$ cat src/rtl/ecap5_dproc_pkg.sv
// Shared types and constants for the instruction fetch stage.
// Holds the fetch FSM encoding, the reset NOP word and a PC helper.
package ecap5_dproc_pkg;

    typedef enum logic [1:0] {
        IDLE    = 2'd0,
        REQUEST = 2'd1,
        HOLD    = 2'd2,
        DROP    = 2'd3
    } fetch_state_t;

    localparam logic [31:0] NOP_INSTR = 32'h0000_0013;

    // Sequential word address; wraps naturally from 32'hFFFF_FFFC to 0.
    function automatic logic [31:0] next_pc(input logic [31:0] pc);
        return pc + 32'd4;
    endfunction

endpackage

$ cat src/rtl/fetch_unit.sv
// Instruction fetch stage: single-outstanding word reads, one-entry skid slot,
// branch redirect that never presents a word fetched from the old path.
module fetch_unit
    import ecap5_dproc_pkg::*;
#(
    parameter logic [31:0] BOOT_ADDRESS = 32'h0000_0000
) (
    input  logic         clk_i,
    input  logic         rst_ni,
    output logic         mem_req_o,
    output logic [31:0]  mem_addr_o,
    input  logic         mem_ack_i,
    input  logic [31:0]  mem_data_i,
    input  logic         branch_i,
    input  logic [31:0]  branch_target_i,
    input  logic         stall_i,
    output logic         valid_o,
    output logic [31:0]  instr_o,
    output logic [31:0]  pc_o,
    output fetch_state_t dbg_state_o
);

    // Handshake: a request is live while mem_req_o=1 and completes at the
    // first rising edge with mem_ack_i=1; address is stable until then.
    // The output slot is consumed at an edge with valid_o=1 and stall_i=0.

    localparam logic [31:0] BOOT_ALIGNED = {BOOT_ADDRESS[31:2], 2'b00};

    fetch_state_t r_state, w_state_next;
    logic [31:0]  r_pc, w_pc_next;
    logic [31:0]  r_drop_addr, w_drop_addr_next;
    logic         r_skid_full, w_skid_full_next;
    logic [31:0]  r_skid_instr, w_skid_instr_next;
    logic [31:0]  r_skid_pc, w_skid_pc_next;
    logic         r_valid, w_valid_next;
    logic [31:0]  r_instr, w_instr_next;
    logic [31:0]  r_pc_out, w_pc_out_next;

    logic         w_slot_free;
    logic [31:0]  w_target;

    assign w_slot_free = !r_valid || !stall_i;
    assign w_target    = {branch_target_i[31:2], 2'b00};

    always_comb begin
        w_state_next      = r_state;
        w_pc_next         = r_pc;
        w_drop_addr_next  = r_drop_addr;
        w_skid_full_next  = r_skid_full;
        w_skid_instr_next = r_skid_instr;
        w_skid_pc_next    = r_skid_pc;
        w_valid_next      = r_valid;
        w_instr_next      = r_instr;
        w_pc_out_next     = r_pc_out;

        if (r_valid && !stall_i) begin
            w_valid_next = 1'b0;
        end

        case (r_state)
            IDLE: begin
                w_state_next = REQUEST;
            end
            REQUEST: begin
                if (mem_ack_i) begin
                    w_pc_next = next_pc(r_pc);
                    if (w_slot_free) begin
                        w_instr_next  = mem_data_i;
                        w_pc_out_next = r_pc;
                        w_valid_next  = 1'b1;
                    end else begin
                        w_skid_instr_next = mem_data_i;
                        w_skid_pc_next    = r_pc;
                        w_skid_full_next  = 1'b1;
                        w_state_next      = HOLD;
                    end
                end
            end
            HOLD: begin
                if (w_slot_free) begin
                    w_instr_next     = r_skid_instr;
                    w_pc_out_next    = r_skid_pc;
                    w_valid_next     = 1'b1;
                    w_skid_full_next = 1'b0;
                    w_state_next     = REQUEST;
                end
            end
            DROP: begin
                if (mem_ack_i) begin
                    w_state_next = REQUEST;
                end
            end
            default: begin
                w_state_next = IDLE;
            end
        endcase

        // A redirect overrides everything above; an un-acked request is
        // allowed to finish on the bus and its data thrown away in DROP.
        if (branch_i) begin
            w_pc_next        = w_target;
            w_valid_next     = 1'b0;
            w_instr_next     = r_instr;
            w_pc_out_next    = r_pc_out;
            w_skid_full_next = 1'b0;
            case (r_state)
                REQUEST: begin
                    if (mem_ack_i) begin
                        w_state_next = REQUEST;
                    end else begin
                        w_state_next     = DROP;
                        w_drop_addr_next = r_pc;
                    end
                end
                DROP:    w_state_next = mem_ack_i ? REQUEST : DROP;
                default: w_state_next = REQUEST;
            endcase
        end
    end

    always_ff @(posedge clk_i or negedge rst_ni) begin
        if (!rst_ni) begin
            r_state      <= IDLE;
            r_pc         <= BOOT_ALIGNED;
            r_drop_addr  <= 32'h0;
            r_skid_full  <= 1'b0;
            r_skid_instr <= NOP_INSTR;
            r_skid_pc    <= 32'h0;
            r_valid      <= 1'b0;
            r_instr      <= NOP_INSTR;
            r_pc_out     <= 32'h0;
        end else begin
            r_state      <= w_state_next;
            r_pc         <= w_pc_next;
            r_drop_addr  <= w_drop_addr_next;
            r_skid_full  <= w_skid_full_next;
            r_skid_instr <= w_skid_instr_next;
            r_skid_pc    <= w_skid_pc_next;
            r_valid      <= w_valid_next;
            r_instr      <= w_instr_next;
            r_pc_out     <= w_pc_out_next;
        end
    end

    assign mem_req_o   = (r_state == REQUEST) || (r_state == DROP);
    assign mem_addr_o  = (r_state == REQUEST) ? r_pc :
                         (r_state == DROP)    ? r_drop_addr : 32'h0;
    assign valid_o     = r_valid;
    assign instr_o     = r_instr;
    assign pc_o        = r_pc_out;
    assign dbg_state_o = r_state;

endmodule
$ cat config.mk
export PLATFORM = sky130hd
export DESIGN_NAME = fetch_unit
export DESIGN_NICKNAME = d
export VERILOG_FILES = /design/src/rtl/ecap5_dproc_pkg.sv /design/src/rtl/fetch_unit.sv
export SDC_FILE = /design/constraint.sdc
export NUM_CORES = 1
export LEC_CHECK = 0
export CAP_MARGIN = 20
export CORE_MARGIN = 1
export CORE_UTILIZATION = 56
export CTS_CLUSTER_SIZE = 10
export DETAILED_ROUTE_END_ITERATION = 10
export GPL_ROUTABILITY_DRIVEN = 1
export PLACE_DENSITY = 0.86
export SLEW_MARGIN = 10
export SYNTH_ARGS = -nofsm -noshare
export SYNTH_HDL_FRONTEND = slang
export SYNTH_SLANG_ARGS = --single-unit
$ cat constraint.sdc
create_clock -name clk_i -period 5.71 [get_ports clk_i]
set_clock_uncertainty 0.05 [all_clocks]
set_input_delay 0.8565 -clock clk_i [delete_from_list [all_inputs] [get_ports clk_i]]
set_output_delay 0.8565 -clock clk_i [all_outputs]
set_load 0.02 [all_outputs]
# Word level (Yosys, flattened, before mapping)
# Cells that the tools add are included.
dict set report classes {
  n_reduce_logical 15
  bitwise 3
  mux 26
  eq_ne 10
  addsub 1
}
# cell n
set ops {}
lappend ops {{two-way mux 32 bit} 11}
lappend ops {{one-hot mux 32 bit (2 select lines)} 2}
lappend ops {{adder 32 x 3 -> 32 bit (second input constant)} 1}
lappend ops {{two-way mux 2 bit} 7}
lappend ops {{inequality test 3 bit (second input constant)} 4}
lappend ops {{one-hot mux 2 bit (4 select lines)} 1}
lappend ops {{inequality test 2 bit (second input constant)} 3}
lappend ops {{AND reduction 3 bit} 2}
lappend ops {{nonzero test 2 bit} 3}
lappend ops {{AND reduction 5 bit} 1}
lappend ops {{== test 2 bit (second input constant)} 2}
lappend ops {{two-way mux 1 bit} 4}
lappend ops {{AND reduction 4 bit} 1}
lappend ops {{NOT 1 bit} 3}
lappend ops {{== test 2 x 1 -> 1 bit (second input constant)} 1}
lappend ops {{zero test 1 bit} 2}
lappend ops {{zero test 2 bit} 1}
lappend ops {{logical OR 1 bit} 2}
lappend ops {{one-hot mux 1 bit (2 select lines)} 1}
lappend ops {{AND reduction 2 bit} 1}
lappend ops {{OR reduction 2 bit} 1}
lappend ops {{logical AND 1 bit} 1}
dict set report totals {
  in_bits 69
  word_cells 63
  ff_bits 195
  out_inout_bits 100
}

# Logic depth before layout (Yosys ltp)
dict set report depth {
  word_depth 7
  ltp_mapped 10
  depth_no_buf 7
}

# Worst setup path before layout
# No wires, ideal clock.
dict set report synth_path {
  path_type {reg2out}
  start {reg r_state[1] (netlist: dbg_state_o[1])}
  end {out mem_addr_o[11]}
  required_time_ns 4.804
  path_buffers 3
  slack_ns 3.005
  t_arrival_ns 1.798
  path_stages_with_launch 8
  path_cell_list {dfrtp_1 -> inv_1 -> ha_1 -> buf_2 -> clkbuf_1 -> nor2b_1 -> clkbuf_1 -> a22o_1}
}
dict set report synth_between {
  elab_chain_cells 3
  word_cells_on_any_way 4
  classes_between {2 x eq/ne; 2 x mux}
}
# item line
set synth_rtl {}
lappend synth_rtl {{start, declared} fetch_unit.sv:29} ;# fetch_state_t r_state, w_state_next;
lappend synth_rtl {{start signal, assigned} fetch_unit.sv:133} ;# r_state <= w_state_next;
lappend synth_rtl {{== test 2 bit} fetch_unit.sv:147} ;# (r_state == DROP) ? r_drop_addr : 32'h0;
lappend synth_rtl {{two-way mux 32 bit} fetch_unit.sv:147}
lappend synth_rtl {{two-way mux 32 bit *} fetch_unit.sv:146} ;# assign mem_addr_o = (r_state == REQUEST) ? r_pc :
lappend synth_rtl {{end, declared} fetch_unit.sv:11} ;# output logic [31:0] mem_addr_o,
# Mark *: on every way between the ends. The rest lies on a longest branch, timed or not.

# Worst setup path after layout
dict set report layout_path {
  start {reg r_state[1] (netlist: dbg_state_o[1])}
  end {out mem_addr_o[18]}
}
# Same word-level chain as after synthesis.

==> flow_summary_export.csv <==
group,metric,value,unit
detailed_routing,postRouteWirelength,20000,um
timing,period_needed,4340,ps
timing,setup-tns-final,0,ps
clock_network,ctsHoldBuffers,0,
power_and_ir_drop,p_seq_frac,0.381,
clock_network,insertion_delay,430,ps
final_layout,drive_gt1_frac,0.175,
clock_network,cts_tree,"built",
min_path,hp-class,"reg -> reg",
detailed_routing,drt-initial-drc-count,373,
synth,synthesis.area,8620,um2
worst_setup_path,reg2reg_slack,2120,ps
clock_network,numClockSinks,187,
clock_network,clk_pin_slew,70,ps
power_and_ir_drop,p_clk_frac,0.245,
global_route,antenna_found_initial,0,
timing,slew_viol_final,0,
timing,finalCritPeriodShare,0.760,
global_route,grt_pass1_wl,32400,um
clock_network,cts_setup_buffers,0,
synth,synth-seq-area-share,0.544,
final_layout,fill_cells,986,
worst_setup_path,cp-startpoint,"dbg_state_o[1]",
timing,hold_viol_final,0,
timing,layout_setup_ws,1370,ps
final_layout,antenna_cells,0,
clock_network,cts_buffer_depth,2,
worst_setup_path,worstPathMaxFanout,44,
placement,post-place-ws,1860,ps
power_and_ir_drop,p_switching,1940,uW
synth,synthTopCellsByArea,"dfrtp_1 (53%), mux2_2 (12%), mux2i_1 (7.3%), a21oi_1 (3.6%), nor2_1 (3.0%)",
detailed_routing,postRouteAntennaNets,0,
power_and_ir_drop,power_leakage,0.00447,uW
placement,dp_hpwl,12500,um
detailed_routing,dr.pass1.iters,6,
die,io_pins,169,
worst_setup_path,crit_end,"mem_addr_o[18]",
status,outcome,"finished, final reports clean",
die,core,14800,um2
worst_setup_path,worstPathArrival,3430,ps
clock_network,cts_resized,0,
synth,synth.avg_cell_area,11.8,um2
final_layout,nNetsFinal,932,
detailed_routing,wire_per_inst,18.9,um
synth,synth_top_area_frac,0.525,
placement,portBuffers,162,
worst_setup_path,crit-reg2reg-launch,"dbg_state_o[1]",
synth,ys_ff_latch,187,
synth,post-synth-top-area-cell,"dfrtp_1",
placement,place.gp.congestion,0.848,
worst_setup_path,worstReg2RegEnd,"instr_o[8]",
die,die_x,126,um
die,die_h,126,um
detailed_routing,vias,6164,
power_and_ir_drop,vdd_drop_max,0.333,mV
clock_network,cts_root_buf,"clkbuf_16",
clock_network,htree_levels,4,
die,dieArea,15900,um2
global_route,grt_pass1_vias,6423,
timing,fmax,0.230,GHz
timing,setup_viol,0,
power_and_ir_drop,swShare,0.329,
power_and_ir_drop,internal-power,3950,uW
timing,tightest_slew,1070,ps
detailed_routing,via_per_inst,5.84,
global_route,track_usage,0.263,
global_route,grt_overflow,0,
worst_setup_path,cp-end-kind,"primary output",
job,maxCapViolCount,0,
detailed_routing,drcViolationCount,0,
timing,relSlewSlack,0.282,
worst_setup_path,start_kind,"flip-flop",
final_layout,area_growth,26.7,%
synth,ys_types,43,
worst_setup_path,r2r_cells,8,
global_route,grt_max_degree,132,
power_and_ir_drop,p_per_area,540,nW/um2
clock_network,cts_buffers,17,
power_and_ir_drop,comb_power_share,0.374,
synth,synthCells,733,
worst_setup_path,required,4800,ps
worst_setup_path,worstSetupPathType,"reg -> out",
timing,rsz0062_at_grt,"false",
die,start_util,0.584,
die,num_rows,44,
synth,yosysWarnings,0,
## cells by family (layout without fill, tap and decap cells)
family | after synthesis | count (layout) | share of synthesized area
xor+xnor | 28 | 28 | 0.0285
compound gates | 133 | 133 | 0.0923
mux | 156 | 156 | 0.195
flops | 187 | 187 | 0.544
simple gates | 155 | 155 | 0.0862
fa+ha+maj | 4 | 4 | 0.00581
other cells | 1 | 4 | 0.000435
buf+inv | 69 | 205 | 0.0483
## routing by layer
layer,GRT usage,share of wire,vias to the layer above
li1,-,-,2823
met1,0.324,0.42,3078
met2,0.438,0.50,210
met3,0.0501,0.047,53
met4,0.147,0.037,0
met5,0,0,-
## cell usage after synthesis, drive strengths merged
master and number:
o21ai 35, nand4 14, ha 4, and2 1, bufbuf 2, nor3 2, inv 4, xnor2 3
xor2 25, or2 1, clkbuf 38, dfrtp 181, nand2 36, a21o 1, o21ba 1, or3 1
nor4 2, a22o 30, nor2b 1, and3 6, buf 25, nand3b 1, mux2i 63, a21boi 1
dfstp 6, a221oi 1, a31oi 1, conb 1, nor2 69, a21oi 62, mux2 93, and4 1
o22ai 1, nand3 20
## flip-flops by register name, summed over array words and instances (netlist names)
register / flops
dbg_state_o: 2
valid_o: 1
r_skid_instr: 32
r_pc: 30
r_drop_addr: 30
r_skid_pc: 30
pc_o: 30
instr_o: 32
## power by group through the flow
stage / Combinational (uW) / Sequential (uW) / Clock [uW]
2_1_floorplan: 1020 / 2440 / 0
6_report: 2200 / 2250 / 1440
4_1_cts: 2220 / 2240 / 1460
3_3_place_gp: 2130 / 2210 / 0
3_5_place_dp: 2190 / 2260 / 0
5_1_grt: 2340 / 2320 / 1520
## through the flow
stage                     area, um2  total power, uW  std cells  hold slack, ps  utilization
after floorplan                8630             3460        736             429            -
after global placement        10200             4340       1023             436        0.689
after detailed placement      10200             4450       1023             444        0.689
after CTS                     10900             5920       1055             455        0.738
after global routing          10900             6170       1056             467        0.740
final                         10900             5890       1056             453        0.740
## layout make-up
| type | count | area (um2) | area share |
|---|---|---|---|
| inverters | 4 | 15.0 | 0.00138 |
| well taps | 184 | 230 | 0.0211 |
| flip-flops and latches | 187 | 4690 | 0.429 |
| clock buffers | 20 | 437 | 0.0400 |
| multi-input cells | 480 | 3560 | 0.326 |
| repair buffers | 169 | 1690 | 0.155 |
| clock inverters | 12 | 293 | 0.0268 |
## worst min-delay path by stage
| stage | startpoint | endpoint | slack [ps] | depth (start not counted) |
|---|---|---|---|---|
| 5_1_grt | r_drop_addr[12] | r_drop_addr[12] | 470 | 1 |
| 2_1_floorplan | r_skid_instr[10] | r_skid_instr[10] | 430 | 1 |
| 3_5_place_dp | r_skid_pc[10] | r_skid_pc[10] | 440 | 1 |
| 4_1_cts | instr_o[0] | instr_o[0] | 460 | 2 |
| 6_report | instr_o[0] | instr_o[0] | 450 | 2 |
| 3_3_place_gp | r_skid_instr[27] | r_skid_instr[27] | 440 | 1 |
## worst max-delay path: stages (launching register included)
cell and delay [ps]:
dfrtp_1 480, inv_1 80, ha_2 490, nor2b_2 770, buf_4 360, a22o_1 180
clkdlybuf4s50_1 630
## layout by cell type, fill, tap and decap left out, drive strengths merged, types with 2 or more instances in the layout
| cell | count |
|---|---|
| a21oi | 62 |
| a22o | 30 |
| and3 | 6 |
| buf | 8 |
| bufinv | 9 |
| clkbuf | 21 |
| clkdlybuf4s50 | 160 |
| clkinv | 3 |
| conb | 4 |
| dfrtp | 181 |
| dfstp | 6 |
| ha | 4 |
| inv | 4 |
| mux2 | 93 |
| mux2i | 63 |
| nand2 | 36 |
| nand3 | 20 |
| nand4 | 14 |
| nor2 | 69 |
| nor3 | 2 |
| nor4 | 2 |
| o21ai | 35 |
| xnor2 | 3 |
| xor2 | 25 |
Power figures use the tool's default switching activity.
==> edit 1 (same flow settings) <==
`r_drop_addr` no longer has a reset.
--- a/src/rtl/fetch_unit.sv
+++ b/src/rtl/fetch_unit.sv
@@ -124,3 +124,2 @@
             r_pc         <= BOOT_ALIGNED;
-            r_drop_addr  <= 32'h0;
             r_skid_full  <= 1'b0;
@@ -134,3 +133,2 @@
             r_pc         <= w_pc_next;
-            r_drop_addr  <= w_drop_addr_next;
             r_skid_full  <= w_skid_full_next;
@@ -142,2 +140,6 @@
         end
+    end
+
+    always_ff @(posedge clk_i) begin
+        r_drop_addr <= w_drop_addr_next;
     end
Check against the original RTL: no difference found for any inputs over 4 cycles, from zero or initial values and one cycle with rst_ni low; that may be too few to reach the edited logic, so the function may still have changed.
==> edit 1 against the unedited design <==
Highest routed layer unchanged; non-clock buffer count shrank 1; core utilization down 1.1 points; combinational power is 9% higher; sequential cell count unchanged; clock power decreased by 15%; critical endpoint is now mem_addr_o[15]; final area is 3.3% lower; routed wire length fell by 5.1%; first-iteration DRC count up 14%; worst setup slack better by 0.42 ns; fmax rose by 11%; power is 2.0% lower; area after synthesis down 4.2%; global-route usage shrank 0.44 points.
==> edit 1: results (changes against the unedited design) <==
| Metric | Value |
|---|---|
| Result of the run | `complete, no violations (unchanged)` |
| Switching power share of the total | `35.18% (was 32.91%)` |
| Count of warnings emitted by yosys | `0 (unchanged)` |
| Number of unique standard cell types used by synthesis | `40 (was 43)` |
| Count of flip-flops with a built-in enable after synthesis | `30 (was 0)` |
| Inserted Clock Buffers | `17 (unchanged)` |
| Number of antenna diodes | `0 (unchanged)` |
| RD Place Congestion | `0.8312 (was 0.8478)` |
| Largest net degree at the start of global routing | `103 (was 132)` |
| Number of gates resized after cts | `0 (unchanged)` |
| Async SR Flop Fraction | `83.96% (was 100.0%)` |
| Sequential cell area fraction in the yosys report | `58.55% (was 54.38%)` |
| Cell chosen for the clock root | `clkbuf_16 (unchanged)` |
| Global-route usage over all layers | `25.88% (was 26.32%)` |
| Clock buffer depth | `2 (unchanged)` |
| Half-perimeter wire length after placement | `12.15 mm (was 12.46 mm)` |
| Initial DRC count | `425 (was 373)` |
| Largest voltage drop on the vdd net | `0.0002696 V (was 0.0003325 V)` |
| Drt pass-1 iters | `5 (was 6)` |
| Nets | `902 (was 932)` |
| Most numerous cell types in the synthesized netlist | `dfrtp_1 (151), nor2_1 (70), a21oi_1 (64) (was dfrtp_1 (181), mux2_2 (93), nor2_1 (68))` |
| Largest fanout on the critical path | `42 (was 44)` |
| Worst path arrival time | `3.01 ns (was 3.43 ns)` |
| Post-route setup TNS | `0 ns (unchanged)` |
| Pre-CTS setup slack | `2.103 ns (was 1.862 ns)` |
| Number of buffers inserted to repair setup after CTS | `0 (unchanged)` |
| Largest cells by area after synthesis | `dfrtp_1 (46%), edfxtp_1 (11%), mux2_2 (8.2%) (was dfrtp_1 (53%), mux2_2 (12%), mux2i_1 (7.3%))` |
| Wire length of the first global-routing pass | `29.80 mm (was 32.36 mm)` |
| Fraction of layout cells with a size suffix above 1 | `14.25% (was 17.55%)` |
| Clock Latency Late Sink | `0.42 ns` |
| Via-per-instance ratio | `5.796 (was 5.837)` |
| Number of H-tree levels | `4 (unchanged)` |
| Hold Path Class | `reg -> reg (unchanged)` |
| Number of fill cells in the layout | `979 (was 986)` |
| WL/cell | `18.46 um (was 18.90 um)` |
| Static leakage power | `4.285 nW (was 4.473 nW)` |
| Number of buffers inserted by port buffering | `162 (unchanged)` |
| Slew margin rel. | `23.77% (was 28.22%)` |
| Initial antenna violation count | `0 (unchanged)` |
| Clk slew on worst S/H paths | `0.06 ns` |
| Total cell area at the placement stage | `0.009936 mm2 (was 0.01016 mm2)` |
| Number of global-route vias before repair | `5947 (was 6423)` |
==> edit 1: cell families (layout without fill, tap and decap cells) <==
family / count (synthesis) / count (layout) / share of synthesized area, %
AO/OA/AOI/OAI: 135 / 135 / 9.814
XOR/XNOR: 27 / 27 / 2.862
adder cells (fa/ha/maj): 4 / 4 / 0.6058
buffers and inverters: 62 / 208 / 3.665
flip-flops: 187 / 187 / 58.55
multiplexers: 123 / 123 / 15.81
other: 1 / 4 / 0.04539
AND/OR/NAND/NOR: 154 / 154 / 8.647
==> edit 1: worst paths after layout <==
check                                        startpoint                      endpoint  slack, ns  cells past startpoint
max                          dbg_state_o[1]$_DFFE_PN0P_                mem_addr_o[15]       1.79                      7
min                        r_skid_instr[25]$_DFFE_PN0P_  r_skid_instr[25]$_DFFE_PN0P_       0.46                      1
max reg2reg                  dbg_state_o[1]$_DFFE_PN0P_           pc_o[4]$_DFFE_PN0P_       2.62                      9
min reg2reg                r_skid_instr[25]$_DFFE_PN0P_  r_skid_instr[25]$_DFFE_PN0P_       0.46                      1
max in group asynchronous                        rst_ni       instr_o[18]$_DFFE_PN0P_       3.84                      2
min in group asynchronous                        rst_ni     r_skid_pc[28]$_DFFE_PN0P_       0.48                      1
==> edit 1: cell type report <==
class | count | area, um2 | area share (%)
Timing Repair Buffer | 168 | 1670 | 15.82
Inverter | 8 | 30.03 | 0.2845
Clock inverter | 11 | 138.9 | 1.316
Multi-Input combinational cell | 447 | 3168 | 30.01
Tap cell | 184 | 230.2 | 2.181
Clock buffer | 21 | 481.7 | 4.563
Sequential cell | 187 | 4837 | 45.82
==> edit 1: power groups by stage <==
stage / sequential, mW / clock (mW) / combinational, mW
2_1_floorplan: 2.38 / 0 / 1.12
3_3_place_gp: 2.14 / 0 / 2.31
3_5_place_dp: 2.18 / 0 / 2.40
4_1_cts: 2.16 / 1.24 / 2.41
5_1_grt: 2.22 / 1.29 / 2.58
6_report: 2.16 / 1.22 / 2.39
==> edit 1: routing by layer <==
metal	vias to the layer above	GRT usage, %	wire length [um]
li1	2724	-	-
met1	2987	33.58	7940
met2	210	42.14	9440
met3	26	6.642	1249
met4	0	9.262	311
met5	-	0	0
==> edit 1: critical path: stages, from the launching register on <==
cell and delay (ns):
dfrtp_1 0.45, inv_1 0.07, ha_1 0.17, buf_4 0.28, nor2_2 0.57, buf_8 0.25, a22o_1 0.17, clkdlybuf4s50_1 0.61
==> edit 1: stage by stage <==
stage                     std cells  util, %  total power [mW]
final                          1026    72.91             5.778
after global routing           1026    72.91             6.079
after CTS                      1026    72.91             5.811
after detailed placement        994    68.62             4.575
after global placement          993    68.52             4.444
after floorplan                 696        -             3.497
==> edit 2 (same flow settings) <==
Made on the original files. Reset style: synchronous (`rst_ni`), changed in one clocked block.
--- a/src/rtl/fetch_unit.sv
+++ b/src/rtl/fetch_unit.sv
@@ -120,3 +120,3 @@
 
-    always_ff @(posedge clk_i or negedge rst_ni) begin
+    always_ff @(posedge clk_i) begin
         if (!rst_ni) begin
Check against the original RTL: differs if rst_ni is asserted again (counterexample within 4 cycles, from zero or initial values and one cycle with rst_ni low); with rst_ni held inactive, the same outputs for 4 cycles.
==> edit 2 against the unedited design <==
Worst setup slack better by 0.54 ns; final area decreased by 3.9%; area after synthesis decreased by 2.9%; synthesized cell count is 43% higher; sequential cell count stayed put; first-iteration DRC count rose by 110%; fmax increased by 14%; sequential share of layout area shrank 7.2 points; routed wire length up 4.7%; critical endpoint is now mem_addr_o[29]; largest cell class is now multi-input combinational cells.
Power is not compared: it rests on default switching activity, and its combinational part moved more than twofold at a synthesized area within 25%.
==> edit 2: results (changes against the unedited design) <==
| Metric | Value |
|---|---|
| Half-perimeter wire length after placement | `13.02 mm (was 12.46 mm)` |
| Share of the synthesized netlist area taken by xor and xnor gates | `1.152% (was 2.845%)` |
| Startpoint of the worst register-to-register path | `dbg_state_o[0]$_SDFFE_PN0P_ (was dbg_state_o[1]$_DFFE_PN0P_)` |
| Transition time at the pin with the least slew margin | `1.100 ns (was 1.071 ns)` |
| Via Count | `7645 (was 6164)` |
| Worst R2R End | `r_pc[27]$_SDFFE_PN0P_ (was instr_o[8]$_DFFE_PN0P_)` |
| Number of global-route vias before repair | `6627 (was 6423)` |
| Wire length of the first global-routing pass | `33.70 mm (was 32.36 mm)` |
| Async SR Flop Fraction | `0% (was 100.0%)` |
| Total cell area at the placement stage | `0.009854 mm2 (was 0.01016 mm2)` |
| Hold Worst Slack | `0.4031 ns (was 0.4532 ns)` |
| Largest cells by area after synthesis | `dfxtp_1 (45%), nand2_1 (12%), mux2i_1 (7.5%) (was dfrtp_1 (53%), mux2_2 (12%), mux2i_1 (7.3%))` |
| Total instance count after detailed placement | `1300 (was 1023)` |
| Largest fanout on the critical path | `17 (was 44)` |
| Number of fill cells in the layout | `1113 (was 986)` |
| Pre-CTS setup slack | `2.028 ns (was 1.862 ns)` |
| Drt pass-1 iters | `5 (was 6)` |
| Via-per-instance ratio | `5.731 (was 5.837)` |
| Final period utilization | `66.47% (was 76.00%)` |
| Standard cell with the maximum stage delay on the critical path | `clkdlybuf4s50_1 (was nor2b_2)` |
| CP peak stage delay | `0.66 ns (was 0.77 ns)` |
| Worst hold endpoint | `r_skid_instr[3]$_SDFFE_PN0P_ (was instr_o[0]$_DFFE_PN1P_)` |
| Compound-Gate Fraction of Synth Area | `18.28% (was 9.232%)` |
| RD Place Congestion | `0.8613 (was 0.8478)` |
| Reg2Reg Setup Slack | `2.64 ns (was 2.12 ns)` |
| Predominant post-synthesis flop cell | `dfxtp_1 (was dfrtp_1)` |
| Arithmetic-cell share of the synthesized area counting full adders, half adders and majority gates | `0.5983% (was 0.5806%)` |
| Result of the run | `complete, no violations (unchanged)` |
| Sequential cell area fraction in the yosys report | `44.75% (was 54.38%)` |
-- edit 2: metal layers --
layer  GRT usage, %  part of all wire (%)
met5              0                     0
met4          9.426                   1.5
met3          5.431                   7.0
met2          39.88                    45
met1          37.94                    47
-- edit 2: power by group --
part | internal (mW) | switching [mW] | total (mW)
logic | 0.232 | 0.280 | 0.512
registers | 1.37 | 0.0659 | 1.44
clock network | 0.713 | 0.502 | 1.22
total | 2.32 | 0.848 | 3.17
-- edit 2: cell families after synthesis --
kind of cell	Yosys count
and+or+nand+nor	414
AOI/OAI and AO/OA	253
DFF	187
buffers and inverters	113
muxes	63
xor gates and xnor gates	11
adders and majority gates	4
other	1
-- edit 2: cell type report --
type	instances	area share [%]
clock buffers	22	4.427
clock inverters	10	1.336
inverters	8	0.3102
multi-input cells	749	39.59
flip-flops and latches	187	35.70
well taps	184	2.195
repair buffers	174	16.44
